===== src/rtl/alu_ctrl_pkg.sv =====
// Shared definitions for the ALU control pipeline.
//   - ALU control codes (4-bit) emitted by the decoder
//   - R-type funct field encodings recognised by the decoder
//   - sequencer state enum
// Optional feature: ALU_CTRL_SHIFT_EN enables the sll/srl funct decode.
package alu_ctrl_pkg;

  localparam logic [3:0] ADD  = 4'b0010;
  localparam logic [3:0] SUB  = 4'b0110;
  localparam logic [3:0] AND  = 4'b0000;
  localparam logic [3:0] OR   = 4'b0001;
  localparam logic [3:0] SLT  = 4'b0111;
  localparam logic [3:0] NOR  = 4'b1100;
  localparam logic [3:0] MULT = 4'b1000;
  localparam logic [3:0] DIV  = 4'b1001;
  localparam logic [3:0] SLL  = 4'b0011;
  localparam logic [3:0] SRL  = 4'b0100;

  localparam logic [5:0] FN_ADD  = 6'b100000;
  localparam logic [5:0] FN_SUB  = 6'b100010;
  localparam logic [5:0] FN_AND  = 6'b100100;
  localparam logic [5:0] FN_OR   = 6'b100101;
  localparam logic [5:0] FN_SLT  = 6'b101010;
  localparam logic [5:0] FN_NOR  = 6'b100111;
  localparam logic [5:0] FN_MULT = 6'b011000;
  localparam logic [5:0] FN_DIV  = 6'b011010;
  localparam logic [5:0] FN_SLL  = 6'b000000;
  localparam logic [5:0] FN_SRL  = 6'b000010;

  typedef enum logic [1:0] {
    ST_IDLE = 2'd0,
    ST_HOLD = 2'd1,
    ST_BUSY = 2'd2
  } state_t;

endpackage


===== src/rtl/alu_ctrl_decode.sv =====
// Combinational aluOp/funct decode to a 4-bit ALU control code.
// Ports:
//   aluOp   in  [1:0] datapath op class (00 add, 10 sub, x1 funct decode)
//   funct   in  [5:0] R-type function field
//   code    out [3:0] ALU control code
//   multi   out       op needs the multicycle unit (mult/div)
//   illegal out       funct not recognised (code falls back to add)
// Optional feature: ALU_CTRL_SHIFT_EN adds sll (000000) and srl (000010).
module alu_ctrl_decode
  import alu_ctrl_pkg::*;
(
  input  logic [1:0] aluOp,
  input  logic [5:0] funct,
  output logic [3:0] code,
  output logic       multi,
  output logic       illegal
);

  always_comb begin
    code    = ADD;
    multi   = 1'b0;
    illegal = 1'b0;
    // aluOp[0] set selects the funct decode regardless of aluOp[1]
    if (aluOp[0]) begin
      case (funct)
        FN_ADD:  code = ADD;
        FN_SUB:  code = SUB;
        FN_AND:  code = AND;
        FN_OR:   code = OR;
        FN_SLT:  code = SLT;
        FN_NOR:  code = NOR;
        FN_MULT: begin
          code  = MULT;
          multi = 1'b1;
        end
        FN_DIV: begin
          code  = DIV;
          multi = 1'b1;
        end
`ifdef ALU_CTRL_SHIFT_EN
        FN_SLL:  code = SLL;
        FN_SRL:  code = SRL;
`endif
        default: illegal = 1'b1;
      endcase
    end else if (aluOp[1]) begin
      code = SUB;
    end
  end

endmodule


===== src/rtl/alu_control_pipe.sv =====
// ALU control decode with a valid/ready handshake and a multicycle hold-off.
// Single-cycle ops produce a result one cycle after accept; mult/div occupy
// the block for MC_LAT cycles (BUSY) before the result is presented.
// Ports:
//   clock      in           rising-edge clock
//   reset_n    in           asynchronous active-low reset
//   in_valid   in           request present
//   in_ready   out          request accepted when in_valid & in_ready
//   aluOp      in  [1:0]    op class
//   funct      in  [5:0]    R-type function field
//   out_valid  out          saida/multi/illegal hold a valid result
//   out_ready  in           consumer takes result when out_valid & out_ready
//   saida      out [OP_W-1:0] ALU control code, zero-extended above bit 3
//   multi      out          result is a multicycle op
//   illegal    out          unrecognised funct
//   busy       out          multicycle countdown in progress
// Parameters: OP_W (>=4) output code width, MC_LAT (>=1) multicycle latency.
// Optional feature: ALU_CTRL_SHIFT_EN enables sll/srl decode (in alu_ctrl_decode).
module alu_control_pipe #(
  parameter int OP_W   = 4,
  parameter int MC_LAT = 4
) (
  input  logic            clock,
  input  logic            reset_n,
  input  logic            in_valid,
  output logic            in_ready,
  input  logic [1:0]      aluOp,
  input  logic [5:0]      funct,
  output logic            out_valid,
  input  logic            out_ready,
  output logic [OP_W-1:0] saida,
  output logic            multi,
  output logic            illegal,
  output logic            busy
);
  import alu_ctrl_pkg::*;

  localparam int               CNT_W    = $clog2(MC_LAT) + 1;
  localparam logic [CNT_W-1:0] CNT_LOAD = CNT_W'(MC_LAT - 1);
  // With a one-cycle latency multicycle ops go straight to HOLD
  localparam bit               MC_EN    = (MC_LAT > 1);

  state_t           state;
  logic [CNT_W-1:0] cnt;
  logic             accept;
  logic [3:0]       dec_code_p0;
  logic             dec_multi_p0;
  logic             dec_illegal_p0;

  // Stage p0: combinational decode of the request at the input port
  alu_ctrl_decode u_decode (
    .aluOp   (aluOp),
    .funct   (funct),
    .code    (dec_code_p0),
    .multi   (dec_multi_p0),
    .illegal (dec_illegal_p0)
  );

  // HOLD can take a new request in the same cycle its result is consumed
  assign in_ready  = (state == ST_IDLE) || ((state == ST_HOLD) && out_ready);
  assign accept    = in_valid && in_ready;
  assign out_valid = (state == ST_HOLD);
  assign busy      = (state == ST_BUSY);

  // Stage p1: registered result and sequencing
  always_ff @(posedge clock or negedge reset_n) begin
    if (!reset_n) begin
      state   <= ST_IDLE;
      cnt     <= '0;
      saida   <= '0;
      multi   <= 1'b0;
      illegal <= 1'b0;
    end else if (accept) begin
      saida   <= OP_W'(dec_code_p0);
      multi   <= dec_multi_p0;
      illegal <= dec_illegal_p0;
      if (dec_multi_p0 && MC_EN) begin
        state <= ST_BUSY;
        cnt   <= CNT_LOAD;
      end else begin
        state <= ST_HOLD;
      end
    end else begin
      case (state)
        ST_HOLD: begin
          if (out_ready) state <= ST_IDLE;
        end
        // Counter runs MC_LAT-1 down to 0; the cycle at 0 moves to HOLD,
        // so out_valid rises exactly MC_LAT edges after accept.
        ST_BUSY: begin
          if (cnt == '0) state <= ST_HOLD;
          else           cnt   <= cnt - CNT_W'(1);
        end
        default: ;
      endcase
    end
  end

endmodule


===== config.mk =====
export PLATFORM = sky130hd
export DESIGN_NAME = alu_control_pipe
export DESIGN_NICKNAME = d
export VERILOG_FILES = /design/src/rtl/alu_ctrl_pkg.sv /design/src/rtl/alu_ctrl_decode.sv /design/src/rtl/alu_control_pipe.sv
export SDC_FILE = /design/constraint.sdc
export NUM_CORES = 1
export LEC_CHECK = 0
export ABC_CLOCK_PERIOD_IN_PS = 2100
export BUFFER_PORTS_ARGS = -buffer_cell sky130_fd_sc_hd__buf_2
export CORE_AREA = 3 3 59 61
export CTS_CLUSTER_SIZE = 20
export DETAILED_ROUTE_END_ITERATION = 10
export DIE_AREA = 0 0 62 64
export PLACE_DENSITY = 0.42
export SYNTH_ARGS = -nofsm -noshare
export SYNTH_HDL_FRONTEND = slang
export SYNTH_SLANG_ARGS = --single-unit

===== constraint.sdc =====
create_clock -name clock -period 2.1 [get_ports clock]
set_clock_uncertainty 0.2 [all_clocks]
set_input_delay 0 -clock clock [delete_from_list [all_inputs] [get_ports clock]]
set_output_delay 0 -clock clock [all_outputs]
set_load 0.01 [all_outputs]

==> results of run 1 <==
-- metal layers --
metal / vias up / GRT usage (%) / share of wire [%]
met5: - / 0 / 0
met4: 0 / 2.39 / 0.34
met3: 2 / 2.42 / 5.7
met2: 15 / 15.5 / 47
met1: 321 / 13.6 / 47
li1: 355 / - / -
-- timing repair --
action	CTS	global route
hold endpoints to repair	18	0
hold buffers	8	0
endpoints found under the setup margin	0	0
-- worst paths after layout --
kind | from | to | slack [ps] | cells after the start
setup / recovery | state[1] | saida[0] | 190 | 6
hold / removal | funct[2] | illegal | 30 | 4
setup reg to reg | state[1] | saida[0] | 190 | 6
hold reg to reg | cnt[0] | cnt[0] | 280 | 1
max in group asynchronous | reset_n | illegal | 800 | 3
min in group asynchronous | reset_n | cnt[1] | 550 | 3
-- area by class of cell --
cell class	instances	area (µm²)	area share, %
repair buffers	28	180	18.3
clock buffers	4	26.3	2.66
well taps	44	55.1	5.58
multi-input cells	64	427	43.3
flip-flops and latches	11	275	27.9
inverters	6	22.5	2.28
-- per-stage QoR --
stage	hold slack, ps	utilization [%]	cell area, µm²
global placement	-311	29.0	880
global route	59.6	32.6	986
floorplan	-496	-	733
CTS	14.7	32.6	986
detailed placement	-314	29.0	880
finish	28.7	32.6	986
-- flip-flops by register name (all words and copies together) (netlist names) --
name,count
saida,4
cnt,3
state,2
illegal,1
multi,1
-- where the power goes --
group          total (W)  internal (W)  switching [W]
Clock           0.000146     0.0000734      0.0000722
Sequential      0.000281      0.000258      0.0000234
Combinational   0.000345      0.000150       0.000196
Total           0.000772      0.000481       0.000291
-- logic make-up (layout without fill, tap and decap cells) --
logic type	after synthesis	in the layout	synth area share [%]
AO/OA/AOI/OAI	25	25	22.9
adder cells (fa/ha/maj)	5	5	8.53
buffers and inverters	8	38	4.26
flip-flops	11	11	37.5
multiplexers	1	1	1.54
AND/OR/NAND/NOR	33	33	25.3
-- worst max-delay path: cells and delay by family (launching register included) --
family,cells,cell delay [ps]
AOI/OAI and AO/OA,3,560
adders and majority gates,1,200
buffers and inverters,1,80
DFF,1,400
and+or+nand+nor,1,380
-- layout by cell type (no fill, tap or decap), drive strengths merged, types with 2 or more instances in the layout --
master,count
a32oi,2
dlygate4sd3,8
nand2b,3
a21oi,5
o21ai,8
nand3b,2
and2b,2
nor3,2
o211ai,2
ha,5
nand2,9
dfrtp,11
a31oi,2
clkbuf,4
a21o,3
nor2,4
inv,6
buf,20
nand4,2
nor2b,4
and3b,2
==> results.txt, run 1 <==
outcome = finished, final reports clean
maximum net fanout on the critical path = 9
Worst Setup Slack post-DPL = 195 ps
first-pass GRT wire length = 3090 µm
Slew @ Worst Pin = 515 ps
Arr. time, crit path = 1870 ps
area of the mapped netlist = 733 µm²
Row Count = 20
critical path startpoint category = register
Final Hold Vio Count = 0
CTS H-tree lvls = 1
min Tclk post-route = 1910 ps
area delta synth->final = 34.5%
Hold/Removal Path Class = in2reg
VDD IR-drop max = 0.161 mV
Overflow after GRT = 0
number of storage elements in the synthesis netlist = 11
power per unit of standard cell area = 783 mW/mm²
number of antenna diodes = 0
Max-slew headroom = 65.5%
leakage power = 0.471 nW
Slowest cell on crit path = dfrtp_1
setup slack after layout = 186 ps
GR Util All Layers = 9.98%
die outline height = 64 µm
ordered list of cells on the worst path = inv_1, ha_1, a21o_1, and2_1, a41o_1, o21ba_2
fill count = 317
Ys Warns = 0
Routed WL per cell = 11.1 µm
total number of vias = 693
remaining number of nets flagged by the antenna check after routing = 0
Placer Congestion = 0.788
number of flops mapped to enable cells by yosys = 0
vias in the first global route = 729
maximum buffer depth of the clock tree = 2
FFs w/ async S/R, synth = 100%
instance count of the mapped netlist = 83
antenna violations before repair = 0
path type of the worst setup path = reg2reg
DRC = 0
cts bufs inserted = 3
leading post-synthesis cells by cell area = dfrtp_1, ha_1, nand2_1
Final period util = 91.2%
final number of setup-violating endpoints = 0
mean area per synthesized cell = 8.83 µm²
most instantiated flip-flop cell in the synthesis netlist = dfrtp_1
final max-slew violation count = 0
Core Region = 0.00303 mm²
setup fix buffers added after clock tree synthesis = 0
Die X = 62 µm
Synth top area share = 37.5%
sequential fraction of the synthesis area = 37.5%
Largest stage delay, worst path = 400 ps
clock latency at the later pin of the worst-skew pair = 260 ps
cell taking the most area after synthesis = dfrtp_1
sum of net half-perimeters after detailed placement = 1380 µm
max-cap violations = 0
TritonRoute pass-1 iters = 4
Via-to-Cell Ratio = 4.41
Achievable Freq = 522 MHz
setup_tns = 0 ps
pin count of the biggest net entering global routing = 12
setup repair after global routing missed its margin = false
PostCTS Resize Cnt = 0
TritonCTS clock tree = yes
Post-layout nets = 131
share of cells above drive strength 1 = 24.8%
floorplan die area = 0.00397 mm²
nets in the synthesized netlist = 100
number of sinks on the clock net = 11
Crit. End Element = register
number of placed instances with taps included = 145
non-filler cells, final = 157
Ports = 21
Reg clk slew, reported paths = 70 ps
total wire length after detailed routing = 1750 µm
post-layout power = 0.000772 W
most frequent cells after synthesis = dfrtp_1, nand2_1, inv_1, o21ai_0
number of distinct library cells after synthesis = 30
Root Buffer Master = clkbuf_4
DRC marker count from the first detailed-route iteration = 11
required time of the critical path = 2060 ps
cell with the most instances after synthesis = dfrtp_1
IO buf count = 20
initial standard-cell utilization of the core = 24.2%
Power figures use the tool's default switching activity.
==> run 2: changes to the inputs <==
- SYNTH_HIERARCHICAL: unset -> 1
==> run 2 against run 1 <==
- largest cell class unchanged
- flip-flop and latch count is the same
- total power decreased by 1.1%
- clock power decreased by 4%
==> results.txt, run 2 <==
outcome = finished, final reports clean
Reg clk slew, reported paths = 70 ps (about the same)
Placer Congestion = 0.809 (+2.7%)
share of cells above drive strength 1 = 32.4% (+7.6 points)
setup repair after global routing missed its margin = false
Overflow after GRT = 0 (unchanged)
GR Util All Layers = 9.67% (-0.32 points)
most frequent cells after synthesis = dfrtp_1, inv_1, ha_1, mux2_1, nand2b_1
Post-layout nets = 120 (-8.4%)
Die X = 62 µm (unchanged)
TritonCTS clock tree = yes
cell with the most instances after synthesis = dfrtp_1
min Tclk post-route = 1900 ps (-18.5 ps)
nets in the synthesized netlist = 89 (-11%)
clock latency at the later pin of the worst-skew pair = 260 ps (about the same)
met3 routed WL = 114 µm (+14%)
area of the mapped netlist = 747 µm² (+1.9%)
cts bufs inserted = 3 (unchanged)
Via-to-Cell Ratio = 4.37 (-1.0%)
area used by multi-input combinational logic = 438 µm² (+2.6%)
critical path startpoint category = input port
sequential fraction of the synthesis area = 36.9% (-0.69 points)
registers with the most flip-flops = saida: 4 flops, cnt: 3 flops, state: 2 flops
Achievable Freq = 527 MHz (+0.98%)
Core Region = 0.00303 mm² (unchanged)
flip-flop count of the largest register, all copies and words added = 4 (unchanged)
met1 routed wirelength after detailed routing = 707 µm (-14%)
required time of the critical path = 2040 ps (-20 ps)
setup slack, reg-to-reg = 250 ps (+60 ps)
antenna violations before repair = 0 (unchanged)
detailed-routed wire length on met2 = 738 µm (-10%)
area delta synth->final = 32.3%
Slowest cell on crit path = dlygate4sd3_1
topmost layer with routed signal wires = met4
path type of the worst setup path = in2reg
leading post-synthesis cells by cell area = dfrtp_1, ha_1, mux2_1
max-cap violations = 0 (unchanged)
power per unit of standard cell area = 773 mW/mm² (-1.4%)
hold endpoint = state[1]
first-pass GRT wire length = 2970 µm (-4.0%)
total number of vias = 638 (-7.9%)
number of distinct library cells after synthesis = 33 (+10%)
VDD IR-drop max = 0.400 mV (+150%)
TritonRoute pass-1 iters = 4 (unchanged)
Crit. End Element = register
Row Count = 20 (unchanged)
setup fix buffers added after clock tree synthesis = 0 (unchanged)
most instantiated flip-flop cell in the synthesis netlist = dfrtp_1
Final period util = 90.3% (-0.88 points)
number of storage elements in the synthesis netlist = 11 (unchanged)
number of cell instances on the worst register-to-register path = 6 (unchanged)
final max-slew violation count = 0 (unchanged)
Synth top area share = 36.9% (-0.69 points)
vias in the first global route = 678 (-7.0%)
Max-slew headroom = 66.2% (+0.62 points)
Ports = 21 (unchanged)
CTS H-tree lvls = 1 (unchanged)
Arr. time, crit path = 1840 ps (-30 ps)
maximum buffer depth of the clock tree = 2 (unchanged)
remaining number of nets flagged by the antenna check after routing = 0 (unchanged)
pin count of the biggest net entering global routing = 12 (unchanged)
Reg-to-Reg Start = state[1]
FFs w/ async S/R, synth = 100% (unchanged)
leakage power = 0.442 nW (-6.2%)
final number of setup-violating endpoints = 0 (unchanged)
cell taking the most area after synthesis = dfrtp_1
Worst Setup SP = aluOp[0]
Largest stage delay, worst path = 550 ps (+150 ps)
most flop-heavy register = saida
highest-count cells in the layout ignoring fill and taps = buf_2, dfrtp_1, inv_1
floorplan die area = 0.00397 mm² (unchanged)
instance count of the mapped netlist = 72 (-13%)
setup_tns = 0 ps (unchanged)
DRC = 0 (unchanged)
IO buf count = 20 (unchanged)
DRC marker count from the first detailed-route iteration = 25 (+14)
number of sinks on the clock net = 11 (unchanged)
die outline height = 64 µm (unchanged)
end of the worst register-to-register path = state[0]
number of cells traversed by the worst hold path = 4 (unchanged)
maximum net fanout on the critical path = 6 (-3)
initial standard-cell utilization of the core = 24.7% (+0.45 points)
number of antenna diodes = 0 (unchanged)
number of flops mapped to enable cells by yosys = 0 (unchanged)
Routed WL per cell = 10.8 µm (-3.1%)
hold path startpoint = out_ready
minimum hold slack = 12.6 ps (-16.0 ps)
Hold/Removal Path Class = in2reg
Ys Warns = 6 (+6)
Slew @ Worst Pin = 506 ps (-9.22 ps)
Sequential cell area = 275 µm² (unchanged)
Final Hold Vio Count = 0 (unchanged)
Root Buffer Master = clkbuf_4
ordered list of cells on the worst path = dlygate4sd3_1, buf_2, mux2_2, dlygate4sd3_1, mux2_1
mean area per synthesized cell = 10.4 µm² (+17%)
library cell appearing most often on the critical path = dlygate4sd3_1
leading cell type in the layout, fill and taps excluded = buf_2
fill count = 322 (+1.6%)
sum of net half-perimeters after detailed placement = 1260 µm (-9.2%)
total wire length after detailed routing = 1570 µm (-9.9%)
==> run 2: routing by layer <==
metal  vias to the layer above  global-route usage, %
li1                        323                      -
met1                       296                   12.4
met2                        17                   15.3
met3                         2                   3.84
met4                         0                   1.59
met5                         -                      0
==> run 2: area by class of cell <==
cell class	instances	share of cell area, %
tap	44	5.57
timing repair buffer	26	16.2
clock buffer	4	2.66
inverter	9	3.42
multi-input combinational	52	44.3
sequential	11	27.8
==> run 2: cell families (layout without fill, tap and decap cells) <==
kind of cell | after synthesis | after routing | share of synthesized area (%)
AOI/OAI and AO/OA | 17 | 17 | 19.1
adders and majority gates | 5 | 5 | 8.38
buffers and inverters | 9 | 39 | 4.52
DFF | 11 | 11 | 36.9
muxes | 9 | 9 | 13.1
and+or+nand+nor | 21 | 21 | 18.1
==> run 2: where the power goes <==
| part | switching (W) | leakage (nW) | internal [W] |
|---|---|---|---|
| clock | 0.0000665 | 0.0150 | 0.0000734 |
| sequential | 0.0000248 | 0.141 | 0.000258 |
| combinational | 0.000192 | 0.286 | 0.000149 |
==> run 2: how the worst max path moves through the flow <==
stage               endpoint  slack (ps)  depth (start not counted)
finish              saida[2]         200                          5
detailed placement  saida[2]         250                          6
global placement     illegal         310                          6
floorplan           state[0]         350                          6
CTS                 saida[2]         230                          5
global route        state[0]         110                          6
==> run 2: what timing repair did <==
item	in CTS	in global routing
hold buffers	6	0
endpoints found under the hold margin	19	0
gates resized for setup	0	0
==> run 2: critical path, delay by kind of cell <==
kind     cells  cell delay, ps
buf+inv      3            1220
mux          2             620
==> run 2: through the flow <==
step | util, % | power (W) | setup WS [ps] | instance area [µm²] | std cells
after floorplan | - | 0.000516 | 349 | 747 | 72
after global placement | 29.8 | 0.000617 | 313 | 902 | 136
after detailed placement | 29.8 | 0.000624 | 254 | 902 | 136
after CTS | 32.6 | 0.000779 | 227 | 988 | 146
after global routing | 32.6 | 0.000841 | 109 | 988 | 146
final | 32.6 | 0.000764 | 204 | 988 | 146
==> run 3: changes to the inputs <==
- ABC_CLOCK_PERIOD_IN_PS: 2100 -> 2000
- CORE_AREA: 3 3 59 61 -> 2 2 58 60
- DIE_AREA: 0 0 62 64 -> 0 0 60 62
- SLEW_MARGIN: unset -> 0
- clock period: 2.1 -> 2 ns (I/O delays scaled with it)
==> run 3 against run 2 <==
- global-route usage decreased by 0.76 points
- largest cell class unchanged
- first-iteration DRC count decreased by 8.0%
- final area grew 1.3%
- total power grew 4.7%
- critical endpoint unchanged
- count of clock-buffer cells in the layout is the same
- wire length is 2.4% lower
- non-clock buffer count up 1
- critical path depth unchanged
- register-to-register slack got worse by 70 ps
==> results.txt, run 3 (synthesized netlist as in run 2, its figures left out) <==
outcome = finished, final reports clean
library cell appearing most often on the critical path = dlygate4sd3_1
clock latency at the later pin of the worst-skew pair = 260 ps (about the same)
initial standard-cell utilization of the core = 23.5% (-1.2 points)
Die X = 60 µm (-3.2%)
PostCTS Resize Cnt = 0 (unchanged)
registers with the most flip-flops = saida: 4 flops, cnt: 3 flops, state: 2 flops
power per unit of standard cell area = 799 mW/mm² (+3.4%)
minimum hold slack = 75.4 ps (+62.8 ps)
critical path startpoint category = input port
pin count of the biggest net entering global routing = 12 (unchanged)
antenna violations before repair = 0 (unchanged)
IO buf count = 20 (unchanged)
most flop-heavy register = saida
maximum net fanout on the critical path = 6 (unchanged)
leading cell type in the layout, fill and taps excluded = buf_2
Root Buffer Master = clkbuf_4
number of sinks on the clock net = 11 (unchanged)
critical path depth = 5 (unchanged)
Arr. time, crit path = 1850 ps (about the same)
setup slack, reg-to-reg = 180 ps (-70 ps)
end of the worst register-to-register path = saida[2]
DRC marker count from the first detailed-route iteration = 23 (-8.0%)
Hold/Removal Path Class = in2reg
setup slack after layout = 95.3 ps (-109 ps)
ordered list of cells on the worst path = dlygate4sd3_1, buf_2, mux2_2, dlygate4sd3_1, mux2_1
Placer Congestion = 0.809 (about the same)
remaining number of nets flagged by the antenna check after routing = 0 (unchanged)
met2 Resource Use GR = 12.7% (-2.6 points)
routing layer with the top usage in global route = met1
Worst Path Buf+Inv = 3 (unchanged)
sum of net half-perimeters after detailed placement = 1210 µm (-3.7%)
total wire length after detailed routing = 1540 µm (-2.4%)
TritonRoute pass-1 iters = 4 (unchanged)
Reg clk slew, reported paths = 70 ps (about the same)
Worst Setup SP = aluOp[0]
GR Util All Layers = 8.91% (-0.76 points)
die outline height = 62 µm (-3.1%)
Crit. End Element = register
final max-slew violation count = 0 (unchanged)
floorplan die area = 0.00372 mm² (-6.3%)
flip-flop count of the largest register, all copies and words added = 4 (unchanged)
Core Region = 0.00318 mm² (+5.0%)
setup repair after global routing missed its margin = false
Worst Setup Slack post-DPL = 189 ps (-64.5 ps)
total number of vias = 624 (-2.2%)
Slowest cell on crit path = dlygate4sd3_1
first-pass GRT wire length = 2450 µm (-17%)
final instance area = 0.00100 mm² (+1.3%)
Slew @ Worst Pin = 507 ps (+1.01 ps)
vias in the first global route = 547 (-19%)
CP endpoint = saida[2]
Final period util = 95.2%
area delta synth->final = 34.0%
min Tclk post-route = 1900 ps
number of cell instances on the worst register-to-register path = 6 (unchanged)
Routed WL per cell = 10.3 µm (-4.4%)
share of cells above drive strength 1 = 32.0% (-0.31 points)
Max-slew headroom = 66.1% (-0.067 points)
required time of the critical path = 1950 ps (-90 ps)
Final Hold Vio Count = 0 (unchanged)
path type of the worst setup path = in2reg
number of antenna diodes = 0 (unchanged)
leakage power = 0.446 nW (+0.95%)
VDD IR-drop max = 0.293 mV (-27%)
Achievable Freq = 525 MHz
Ports = 21 (unchanged)
CP delay by family, top = buffers and inverters
DRC = 0 (unchanged)
Via-to-Cell Ratio = 4.19 (-4.2%)
Overflow after GRT = 0 (unchanged)
CTS H-tree lvls = 1 (unchanged)
Reg-to-Reg Start = state[1]
instance area after placement = 905 µm² (+0.28%)
highest-count cells in the layout ignoring fill and taps = buf_2, dfrtp_1, inv_1, dlygate4sd3_1
M3 GR Usage = 1.24% (-2.6 points)
setup_tns = 0 ps (unchanged)
TritonCTS clock tree = yes
Row Count = 21 (+5.0%)
cts bufs inserted = 3 (unchanged)
max-cap violations = 0 (unchanged)
final number of setup-violating endpoints = 0 (unchanged)
met1 capacity usage during global routing = 12.9% (+0.52 points)
maximum buffer depth of the clock tree = 2 (unchanged)
Post-layout nets = 121 (+0.83%)
Largest stage delay, worst path = 560 ps (about the same)
-- run 3: changes by cell type in the layout (fill, tap and decap cells not counted) --
cell	delta
dlygate4sd3_1	+1
-- run 3: cell type report --
type / instances / area (µm²)
Multi-Input combinational cell: 52 / 438
Fill cell: 355 / 2180
Sequential cell: 11 / 275
Tap cell: 46 / 57.6
Clock buffer: 4 / 26.3
Inverter: 9 / 33.8
Timing Repair Buffer: 27 / 170
-- run 3: power breakdown --
part / switching (W) / leakage [nW] / total (W) / internal, W
clock network: 0.0000753 / 0.0150 / 0.000152 / 0.0000771
logic: 0.000192 / 0.290 / 0.000348 / 0.000156
registers: 0.0000285 / 0.141 / 0.000299 / 0.000271
-- run 3: stage by stage --
stage / cells / total power [W] / utilization [%]
floorplan: 72 / 0.000542 / -
global placement: 138 / 0.000645 / 28.5
detailed placement: 138 / 0.000649 / 28.5
CTS: 149 / 0.000818 / 31.5
global route: 149 / 0.000881 / 31.5
finish: 149 / 0.000800 / 31.5
-- run 3: worst reg2reg max path: cells and delay by family, from the launching register on --
kind	cells	cell delay, ps
flip-flops	1	370
multiplexers	1	340
buffers and inverters	2	210
adder cells (fa/ha/maj)	1	210
AO/OA/AOI/OAI	1	200
AND/OR/NAND/NOR	1	170
-- run 3: worst min-delay path by stage --
stage                   from       end  slack, ps  cells after the start
floorplan            reset_n    cnt[0]       -500                      0
global placement     reset_n    cnt[1]       -310                      1
detailed placement   reset_n    cnt[1]       -310                      1
CTS                 funct[3]   illegal         80                      4
global route        funct[1]  saida[0]        130                      4
finish              funct[3]   illegal         80                      4
-- run 3: repair_timing --
action	4_1_cts	5_1_grt
hold buffers	7	0
endpoints found under the hold margin	20	0
setup endpoints to repair	0	0
setup buffers	0	0
-- run 3: layer usage --
metal	wire length, µm	up-vias	part of all wire, %
met5	0	-	0
met4	8	0	0.52
met3	71	2	4.6
met2	688	15	45
met1	767	284	50
li1	-	323	-
